File: config.mk
export PLATFORM = sky130hd
export DESIGN_NAME = regfile_wb_arbiter
export DESIGN_NICKNAME = d
export VERILOG_FILES = /design/src/rtl/regfile_wb_arbiter.sv
export SDC_FILE = /design/constraint.sdc
export NUM_CORES = 1
export LEC_CHECK = 0
export CAP_MARGIN = 0
export CORE_AREA = 2 2 409 411
export DETAILED_ROUTE_END_ITERATION = 7
export DIE_AREA = 0 0 411 413
export PLACE_DENSITY_LB_ADDON = 0.05
export SLEW_MARGIN = 40
export SYNTH_ARGS = -nofsm -noshare
export SYNTH_HDL_FRONTEND = slang
export SYNTH_SLANG_ARGS = --single-unit
File: constraint.sdc
create_clock -name clk -period 2.5 [get_ports clk]
set_clock_uncertainty 0.05 [all_clocks]
set_input_delay 0.375 -clock clk [delete_from_list [all_inputs] [get_ports clk]]
set_output_delay 0.375 -clock clk [all_outputs]
set_load 0.1 [all_outputs]
File: src/rtl/regfile_wb_arbiter.sv
// regfile_wb_arbiter
//   Write-back arbiter for the vector register file. Execution units share the
//   single write port. One writer is granted per cycle. The granted write is
//   registered and presented one cycle later as the set + mark-valid strobe.
//   A counter tracks destinations invalidated by decode and not yet written.
//   On a halt request the block drains that counter, then pulses the machine
//   halt flag.
//
//   Build option: REGFILE_WB_FIXED_PRIO_EN
//     defined   -> fixed priority, lowest requester index wins, no pointer
//     undefined -> round-robin starting after the last granted requester
//
// Ports
//   clk, reset_n    clock, synchronous active-low reset
//   req_valid/ready per-requester write handshake (ready is combinational)
//   req_id/req_data packed per-requester destination id / data, req 0 in LSBs
//   inv_en          decode invalidated a destination (outstanding +1)
//   halt_req        one-cycle halt request
//   rf_wr_*         registered register-file write + mark-valid strobe
//   rf_set_halt     one-cycle pulse on entry to HALTED
//   halted          block is in HALTED
//   outstanding     outstanding-write count
//   err             sticky protocol / counter error
module regfile_wb_arbiter #(
  parameter int NUM_REQ  = 3,
  parameter int NUM_REGS = 32,
  parameter int REG_ID_W = 5,
  parameter int VEC_W    = 256,
  parameter int CNT_W    = 8
) (
  input  logic                        clk,
  input  logic                        reset_n,
  input  logic [NUM_REQ-1:0]          req_valid,
  output logic [NUM_REQ-1:0]          req_ready,
  input  logic [NUM_REQ*REG_ID_W-1:0] req_id,
  input  logic [NUM_REQ*VEC_W-1:0]    req_data,
  input  logic                        inv_en,
  input  logic                        halt_req,
  output logic                        rf_wr_en,
  output logic [REG_ID_W-1:0]         rf_wr_id,
  output logic [VEC_W-1:0]            rf_wr_data,
  output logic                        rf_set_halt,
  output logic                        halted,
  output logic [CNT_W-1:0]            outstanding,
  output logic                        err
);

  localparam int IDX_W = (NUM_REQ > 1) ? $clog2(NUM_REQ) : 1;

  if (NUM_REGS > (1 << REG_ID_W)) begin : g_bad_cfg
    $error("REG_ID_W too narrow for NUM_REGS");
  end

  typedef enum logic [1:0] {ST_RUN, ST_DRAIN, ST_HALTED} state_e;

  state_e              state_q, state_d;
  logic                wr_en_q, wr_en_d;
  logic [REG_ID_W-1:0] wr_id_q, wr_id_d;
  logic [VEC_W-1:0]    wr_data_q, wr_data_d;
  logic                set_halt_q, set_halt_d;
  logic [CNT_W-1:0]    cnt_q, cnt_d;
  logic                err_q, err_d;

  logic [NUM_REQ-1:0]  grant;
  logic [IDX_W-1:0]    grant_idx;
  logic                found;
  logic                hs;

`ifdef REGFILE_WB_FIXED_PRIO_EN
  // Lowest valid index wins.
  always_comb begin
    // NOTE: every variable of a combinational block gets a default first, so no path leaves it unassigned and no latch is inferred.
    found     = 1'b0;
    grant_idx = '0;
    for (int i = 0; i < NUM_REQ; i++) begin
      if (!found && req_valid[i]) begin
        found     = 1'b1;
        grant_idx = IDX_W'(i);
      end
    end
  end
`else
  logic [IDX_W-1:0] ptr_q, ptr_d;
  logic [IDX_W-1:0] cand;

  // Search starts at ptr_q and wraps, so the requester after the last grant
  // has the highest priority.
  always_comb begin
    found     = 1'b0;
    grant_idx = '0;
    cand      = '0;
    for (int i = 0; i < NUM_REQ; i++) begin
      cand = IDX_W'((int'(ptr_q) + i) % NUM_REQ);
      if (!found && req_valid[cand]) begin
        found     = 1'b1;
        grant_idx = cand;
      end
    end
  end

  // The pointer moves only on an accepted handshake.
  always_comb begin
    ptr_d = ptr_q;
    if (hs) begin
      ptr_d = (grant_idx == IDX_W'(NUM_REQ - 1)) ? '0 : grant_idx + 1'b1;
    end
  end

  always_ff @(posedge clk) begin
    if (!reset_n) ptr_q <= '0;
    else          ptr_q <= ptr_d;
  end
`endif

  // Grant is gated by reset so req_ready reads 0 while reset_n is low.
  always_comb begin
    grant = '0;
    if (found && reset_n && (state_q != ST_HALTED)) grant[grant_idx] = 1'b1;
  end

  assign req_ready = grant;
  assign hs        = |(req_valid & grant);

  // Capture the granted write; it becomes the strobe next cycle.
  always_comb begin
    wr_en_d   = hs;
    wr_id_d   = '0;
    wr_data_d = '0;
    for (int i = 0; i < NUM_REQ; i++) begin
      if (grant[i]) begin
        wr_id_d   = req_id[i*REG_ID_W +: REG_ID_W];
        wr_data_d = req_data[i*VEC_W +: VEC_W];
      end
    end
  end

  // Outstanding counter. The decrement follows the strobe, not the handshake.
  // An increment and a decrement in the same cycle cancel.
  always_comb begin
    logic inc;
    logic dec;
    inc   = inv_en && (state_q == ST_RUN);
    dec   = wr_en_q;
    cnt_d = cnt_q;
    err_d = err_q;
    // Decode must already be stalled once a halt is in progress.
    if (inv_en && (state_q != ST_RUN)) err_d = 1'b1;
    if (inc && !dec) begin
      if (cnt_q == '1) err_d = 1'b1;
      else             cnt_d = cnt_q + 1'b1;
    end else if (dec && !inc) begin
      if (cnt_q == '0) err_d = 1'b1;
      else             cnt_d = cnt_q - 1'b1;
    end
  end

  // Next state. DRAIN exits only when nothing is counted, nothing is granted
  // and no strobe is pending. This keeps rf_set_halt apart from rf_wr_en.
  always_comb begin
    state_d    = state_q;
    set_halt_d = 1'b0;
    unique case (state_q)
      ST_RUN:   if (halt_req) state_d = ST_DRAIN;
      ST_DRAIN: begin
        if ((cnt_q == '0) && !hs && !wr_en_q) begin
          state_d    = ST_HALTED;
          set_halt_d = 1'b1;
        end
      end
      ST_HALTED: state_d = ST_HALTED;
      default:   state_d = ST_RUN;
    endcase
  end

  always_ff @(posedge clk) begin
    if (!reset_n) begin
      // NOTE: the wide write-data register is reset too, because rf_wr_data must read 0 after reset; plain datapath flops normally are not.
      state_q    <= ST_RUN;
      wr_en_q    <= 1'b0;
      wr_id_q    <= '0;
      wr_data_q  <= '0;
      set_halt_q <= 1'b0;
      cnt_q      <= '0;
      err_q      <= 1'b0;
    end else begin
      // NOTE: state flops use non-blocking assignments, so every flop samples the pre-edge value of the others.
      state_q    <= state_d;
      wr_en_q    <= wr_en_d;
      wr_id_q    <= wr_id_d;
      wr_data_q  <= wr_data_d;
      set_halt_q <= set_halt_d;
      cnt_q      <= cnt_d;
      err_q      <= err_d;
    end
  end

  assign rf_wr_en    = wr_en_q;
  assign rf_wr_id    = wr_id_q;
  assign rf_wr_data  = wr_data_q;
  assign rf_set_halt = set_halt_q;
  assign halted      = (state_q == ST_HALTED);
  assign outstanding = cnt_q;
  assign err         = err_q;

endmodule

# Word-level counts from Yosys, hierarchy flattened
# Index checks and enable logic that the tools add are counted.
# op_classes
magnitude_cmp	5
n_addsub	5
n_reduce_logical	24
eq_ne	9
div	3
n_bitwise	1
muxes	35
# ops
operator	n
$mux W256	3
$mod A32 B3 Y32 const B	2
$mod A3 B3 Y32 const B	1
$mux W8	4
$mux W5	3
$mux W1	13
$lt A2 B3 Y1 const B	4
$mux W2	6
$logic_and A1 B1 Y1	11
$ne A2 B2 Y1 const B	5
$add A8 B1 Y8 const B	1
$eq A8 B8 Y1 const B	1
$logic_not A8 Y1	1
$sub A8 B1 Y8 const B	1
$bmux W1 S2	3
$pmux W2 S3	1
$logic_not A1 Y1	5
$eq A2 B2 Y1 const B	2
$reduce_and A2 Y1	2
$reduce_bool A2 Y1	2
$add A2 B1 Y3 const B	1
$add A2 B2 Y3 const B	1
$and A3 B3 Y3	1
$mux W3	1
other kinds (7)	7
# totals
inputBits	790
register_bits	276

# Logic depth before layout (Yosys ltp)
# logic_depth
ltp_word	22
ltp_mapped	13
mapped_depth_nobuf	13

# Least setup slack after synthesis
# Ideal clock, no wire load.
# synth_path
path_kind	register to output
from	register state_q[0]
to	output port req_ready[2]
setup_slack_ns	-0.453
arrival_ns	2.528
stages_incl_launch_ff	7
path_cell_list	dfxtp_1 -> inv_1 -> ha_1 -> nand2b_1 -> nor2b_1 -> buf_2 -> clkbuf_1
# synth_between
elab_chain_len	3
# synth_rtl
item	line_no	source
from (decl)	56	state_e state_q, state_d;
from (signal assigned)	187	state_q <= state_d;
$ne A2 B2 Y1	118	if (found && reset_n && (state_q != ST_HALTED)) grant[grant_idx] = 1'b1;
$logic_and A1 B1 Y1	118	
$mux W3	118	
to (decl)	34	output logic [NUM_REQ-1:0] req_ready,
# No other way between the ends.

# Worst setup path after layout
# layout_path
from	register ptr_q[0]
to	output port req_ready[1]
# layout_between
elab_chain_len	15
word_cells_on_any_way	29
classes_between	2 x add/sub; 3 x div; 2 x order compare; 15 x mux; 7 x reduce/logical
# layout_rtl
item	line_no	source
from (decl)	83	logic [IDX_W-1:0] ptr_q, ptr_d;
from (signal assigned)	111	else ptr_q <= ptr_d;
parallel branches: the longest is 14 deep, another holds $mod A32 B3 Y32	--	
$mux W3 *	118	
# Mark *: on every way between the ends. The select of a mux whose other input is x is not followed.

==> qor.txt <==
=====================================================================================
Largest family of logic cells by synthesized area ...................... simple AND/OR/NAND/NOR gates
Number of fill cells in the layout .....................................       18,800
Worst Max-Slew Pin Slew ................................................       604 ps
CTS Hold Bufs ..........................................................            0
TritonCTS clock tree ...................................................          yes
Register bit total from synthesis ......................................          276
Worst path setup slack after routing ...................................      -364 ps
Average instance area after synthesis ..................................   8.49 sq um
Number of global-route vias before repair ..............................       15,300
Count of non-filler cells in the finished layout .......................        4,714
Most common cell after layout, fill and taps aside ..................... sky130_fd_sc_hd__clkdlybuf4s50_1
CP Max Fanout ..........................................................            7
Count of routing violations after the opening detailed-route iteration .          429
Core area .............................................................. 166,000 sq um
Max-cap viol count .....................................................            0
Kind of critical path ..................................................      reg2out
Setup repair after global routing missed its margin ....................          yes
Arrival time at the worst endpoint .....................................      2440 ps
Required time of the critical path .....................................      2080 ps
Status ................................................................. finished, violations left
Total wire length ......................................................       105 mm
Largest incremental delay on the critical path .........................       340 ps
Area of combinational cells with multiple inputs .......................   5030 sq um
Gp weighted congestion .................................................        0.813
Chain of cells forming the critical path ............................... inv_2 > ha_4 > nand2_1 > o22a_1 > a41o_1 > o21ba_4 > buf_12 > buf_16
Initial antenna violation count ........................................           26
Type of origin of the critical path ....................................    flip-flop
Placed Instances .......................................................        4,567
H-Tree Depth ...........................................................            2
Max-slew violation count ...............................................            0
Sequential cell area ...................................................   5540 sq um
Clock-pin slew on the worst setup and hold paths .......................        60 ps
Final HPWL from detailed placement .....................................      83.8 mm
Largest net degree at the start of global routing ......................           46
Count of port buffers added during placement ...........................        1,065
Overflow after GRT .....................................................            0
WP buf/inv .............................................................            3
Boundary Pins ..........................................................        1,066
Average routed wire per standard cell .................................. 22.2 microns
Failing checks ......................................................... setup timing
Number of nets at the end of the flow ..................................        3,270
Top library cells by usage in the layout, fill and taps aside .......... sky130_fd_sc_hd__clkdlybuf4s50_1 (789), sky130_fd_sc_hd__nand2_1 (512), sky130_fd_sc_hd__buf_4 (363)
Pwr per Cell Area ...................................................... 1460 nW/um^2
Xor/xnor cell area share of the yosys netlist ..........................      0.00569
Count of final setup violators .........................................          264
Synth Area in Compound Gates ...........................................        0.199
Total track usage ......................................................        0.117
Worst ir drop on vdd ...................................................     0.618 mV
Synthesized netlist cell count .........................................        1,268
Clock root buffer ...................................................... sky130_fd_sc_hd__clkbuf_16
Number of buffers on the longest clock path ............................            3
Final hold violations ..................................................            0
Via-to-Cell Ratio ......................................................         2.98
Worst path slowest cell ................................................ sky130_fd_sc_hd__dfxtp_2
Area growth from synthesis to final layout .............................         153%
Post-route ant nets ....................................................            0
Simple-gate area share of the yosys netlist ............................        0.207
Via count ..............................................................       14,100
Kind of capture point of the worst setup path .......................... primary output
Residual DRC count .....................................................            0
Starting utilization of the core area ..................................       0.0649
Max-slew headroom ......................................................        0.596
Synth Net Count ........................................................        2,074
Chip height ............................................................  413 microns
First-pass GRT wire length .............................................       135 mm
Clock latency on the worst-skew pair ...................................       610 ps
Layout cell share with drive strength beyond 1 .........................        0.236
Die width ..............................................................  411 microns
Core Rows ..............................................................          150
Static leakage power ...................................................      11.4 nW
Post-route minimum period ..............................................      2860 ps
Post-route setup TNS ...................................................   -30,050 ps
Number of clock buffers inserted by TritonCTS ..........................           47
Number of warning messages in the yosys log ............................            0
Distinct cells, synth ..................................................           40
TritonCTS Sinks ........................................................          276
Final critical-path share of the clock period ..........................         1.15
Upper clock frequency limit ............................................      349 MHz
Sequential cell area fraction in the yosys report ......................        0.513
Die Footprint .......................................................... 170,000 sq um
Final hold slack .......................................................       243 ps
Cell area after technology mapping ..................................... 10,800 sq um
Adder-Cell Fraction of Synth Area ......................................       0.0193
Fraction of synthesized area in multiplexers ...........................      0.00836
Iteration count of the initial detailed-routing pass ...................            5
Path class of the lowest-slack min-delay path ..........................       in2reg
Cell family contributing the most delay on the critical path ........... compound AO/OA/AOI/OAI gates
=====================================================================================
[Yosys cell counts]
cell                        number  area share
sky130_fd_sc_hd__nand4_1         1     0.00058
sky130_fd_sc_hd__or2_2           1     0.00058
sky130_fd_sc_hd__o41ai_1         1     0.00081
sky130_fd_sc_hd__nor4_2          1      0.0012
sky130_fd_sc_hd__buf_2          47       0.022
sky130_fd_sc_hd__fa_1            1      0.0019
sky130_fd_sc_hd__nor2b_1        11      0.0064
sky130_fd_sc_hd__o21ai_1         1     0.00046
sky130_fd_sc_hd__nor3_2          1     0.00093
sky130_fd_sc_hd__and2_1          1     0.00058
sky130_fd_sc_hd__o211ai_1        1     0.00070
sky130_fd_sc_hd__o21ai_0         1     0.00046
sky130_fd_sc_hd__a21oi_1         8      0.0037
sky130_fd_sc_hd__clkbuf_1       30       0.010
sky130_fd_sc_hd__nand3_1         4      0.0019
sky130_fd_sc_hd__o21ba_2         1     0.00093
sky130_fd_sc_hd__inv_1          12      0.0042
sky130_fd_sc_hd__mux2i_1         9      0.0084
sky130_fd_sc_hd__o22a_1          2      0.0016
sky130_fd_sc_hd__a31o_2          1     0.00081
sky130_fd_sc_hd__ha_1           15       0.017
sky130_fd_sc_hd__xor2_1          1     0.00081
sky130_fd_sc_hd__o21bai_1        1     0.00070
sky130_fd_sc_hd__xnor2_1         6      0.0049
sky130_fd_sc_hd__nand2_1       535        0.19
sky130_fd_sc_hd__a21boi_0        1     0.00070
sky130_fd_sc_hd__a21o_1          2      0.0014
sky130_fd_sc_hd__a22oi_1       261        0.18
sky130_fd_sc_hd__o211a_1         2      0.0019
sky130_fd_sc_hd__nor2_1         10      0.0035
sky130_fd_sc_hd__nand2b_1        3      0.0017
sky130_fd_sc_hd__nor3_1          2     0.00093
sky130_fd_sc_hd__a2111oi_0       1     0.00081
sky130_fd_sc_hd__o2111ai_1       1     0.00081
sky130_fd_sc_hd__nor4_1          2      0.0012
sky130_fd_sc_hd__buf_4           2      0.0014
sky130_fd_sc_hd__and4_1          1     0.00081
sky130_fd_sc_hd__a41o_1          1     0.00093
sky130_fd_sc_hd__buf_6          10       0.010
sky130_fd_sc_hd__dfxtp_1       276        0.51
[final cells by class]
cell class,count,area share
sequential,276,0.203
timing repair buffer,1236,0.452
inverter,12,0.00174
tap,2204,0.101
clock buffer,75,0.0525
clock inverter,9,0.00454
antenna,11,0.00101
multi-input combinational,891,0.184
[tightest hold or removal path: stages]
cell,delay (ps)
sky130_fd_sc_hd__clkdlybuf4s50_1,390
sky130_fd_sc_hd__nand2_1,50
sky130_fd_sc_hd__nand2_1,40
[cells by family after synthesis]
kind of cell / count (synthesis)
AO/OA/AOI/OAI: 286
buffers and inverters: 101
multiplexers: 9
AND/OR/NAND/NOR: 573
flip-flops: 276
adder cells (fa/ha/maj): 16
XOR/XNOR: 7
[per-stage QoR]
step / utilization / area, sq um / setup slack (ps) / power, mW
global placement: 0.146 / 24300 / -628 / 31.7
CTS: 0.163 / 27000 / -465 / 40.6
global route: 0.164 / 27300 / -521 / 41.7
finish: 0.164 / 27300 / -364 / 39.8
floorplan: - / 10800 / 9.51 / 23.3
detailed placement: 0.146 / 24300 / -536 / 31.5
[sequential cells by signal, indices dropped and copies added, names as in the netlist]
register,flops
rf_wr_en,1
rf_wr_id,5
rf_wr_data,256
outstanding,8
state_q,2
rf_set_halt,1
ptr_q,2
err,1
[path summary, 6_finish.rpt]
check / startpoint / end / slack, ps / depth (start not counted)
worst min register to register: outstanding[7] / outstanding[7] / 470 / 2
worst max-delay path: ptr_q[0] / req_ready[1] / -360 / 8
worst min-delay path: req_data[191] / rf_wr_data[191] / 240 / 3
worst max register to register: ptr_q[0] / rf_wr_data[210] / -230 / 15
[power by group]
| part | internal (mW) | switching [mW] | leakage [nW] |
|---|---|---|---|
| Clock | 4.19 | 2.64 | 0.767 |
| Combinational | 7.15 | 18.9 | 8.32 |
| Sequential | 6.23 | 0.766 | 2.29 |
| Total | 17.6 | 22.3 | 11.4 |
[layer usage]
layer	vias to the layer above	GRT usage	wire, microns
met5	-	0	155
met4	24	0.0285	1880
met3	106	0.0424	8760
met2	580	0.229	57700
met1	6546	0.114	36300
li1	6795	-	-
[repair_timing]
action / in CTS / in global routing
endpoints found under the setup margin: 262 / 268
pin swaps: 13 / 9
hold endpoints to repair: 0 / 0
buffers inserted: 28 / 7
cloned: 15 / 5
resized for setup: 136 / 34
Power figures use the tool's default switching activity.
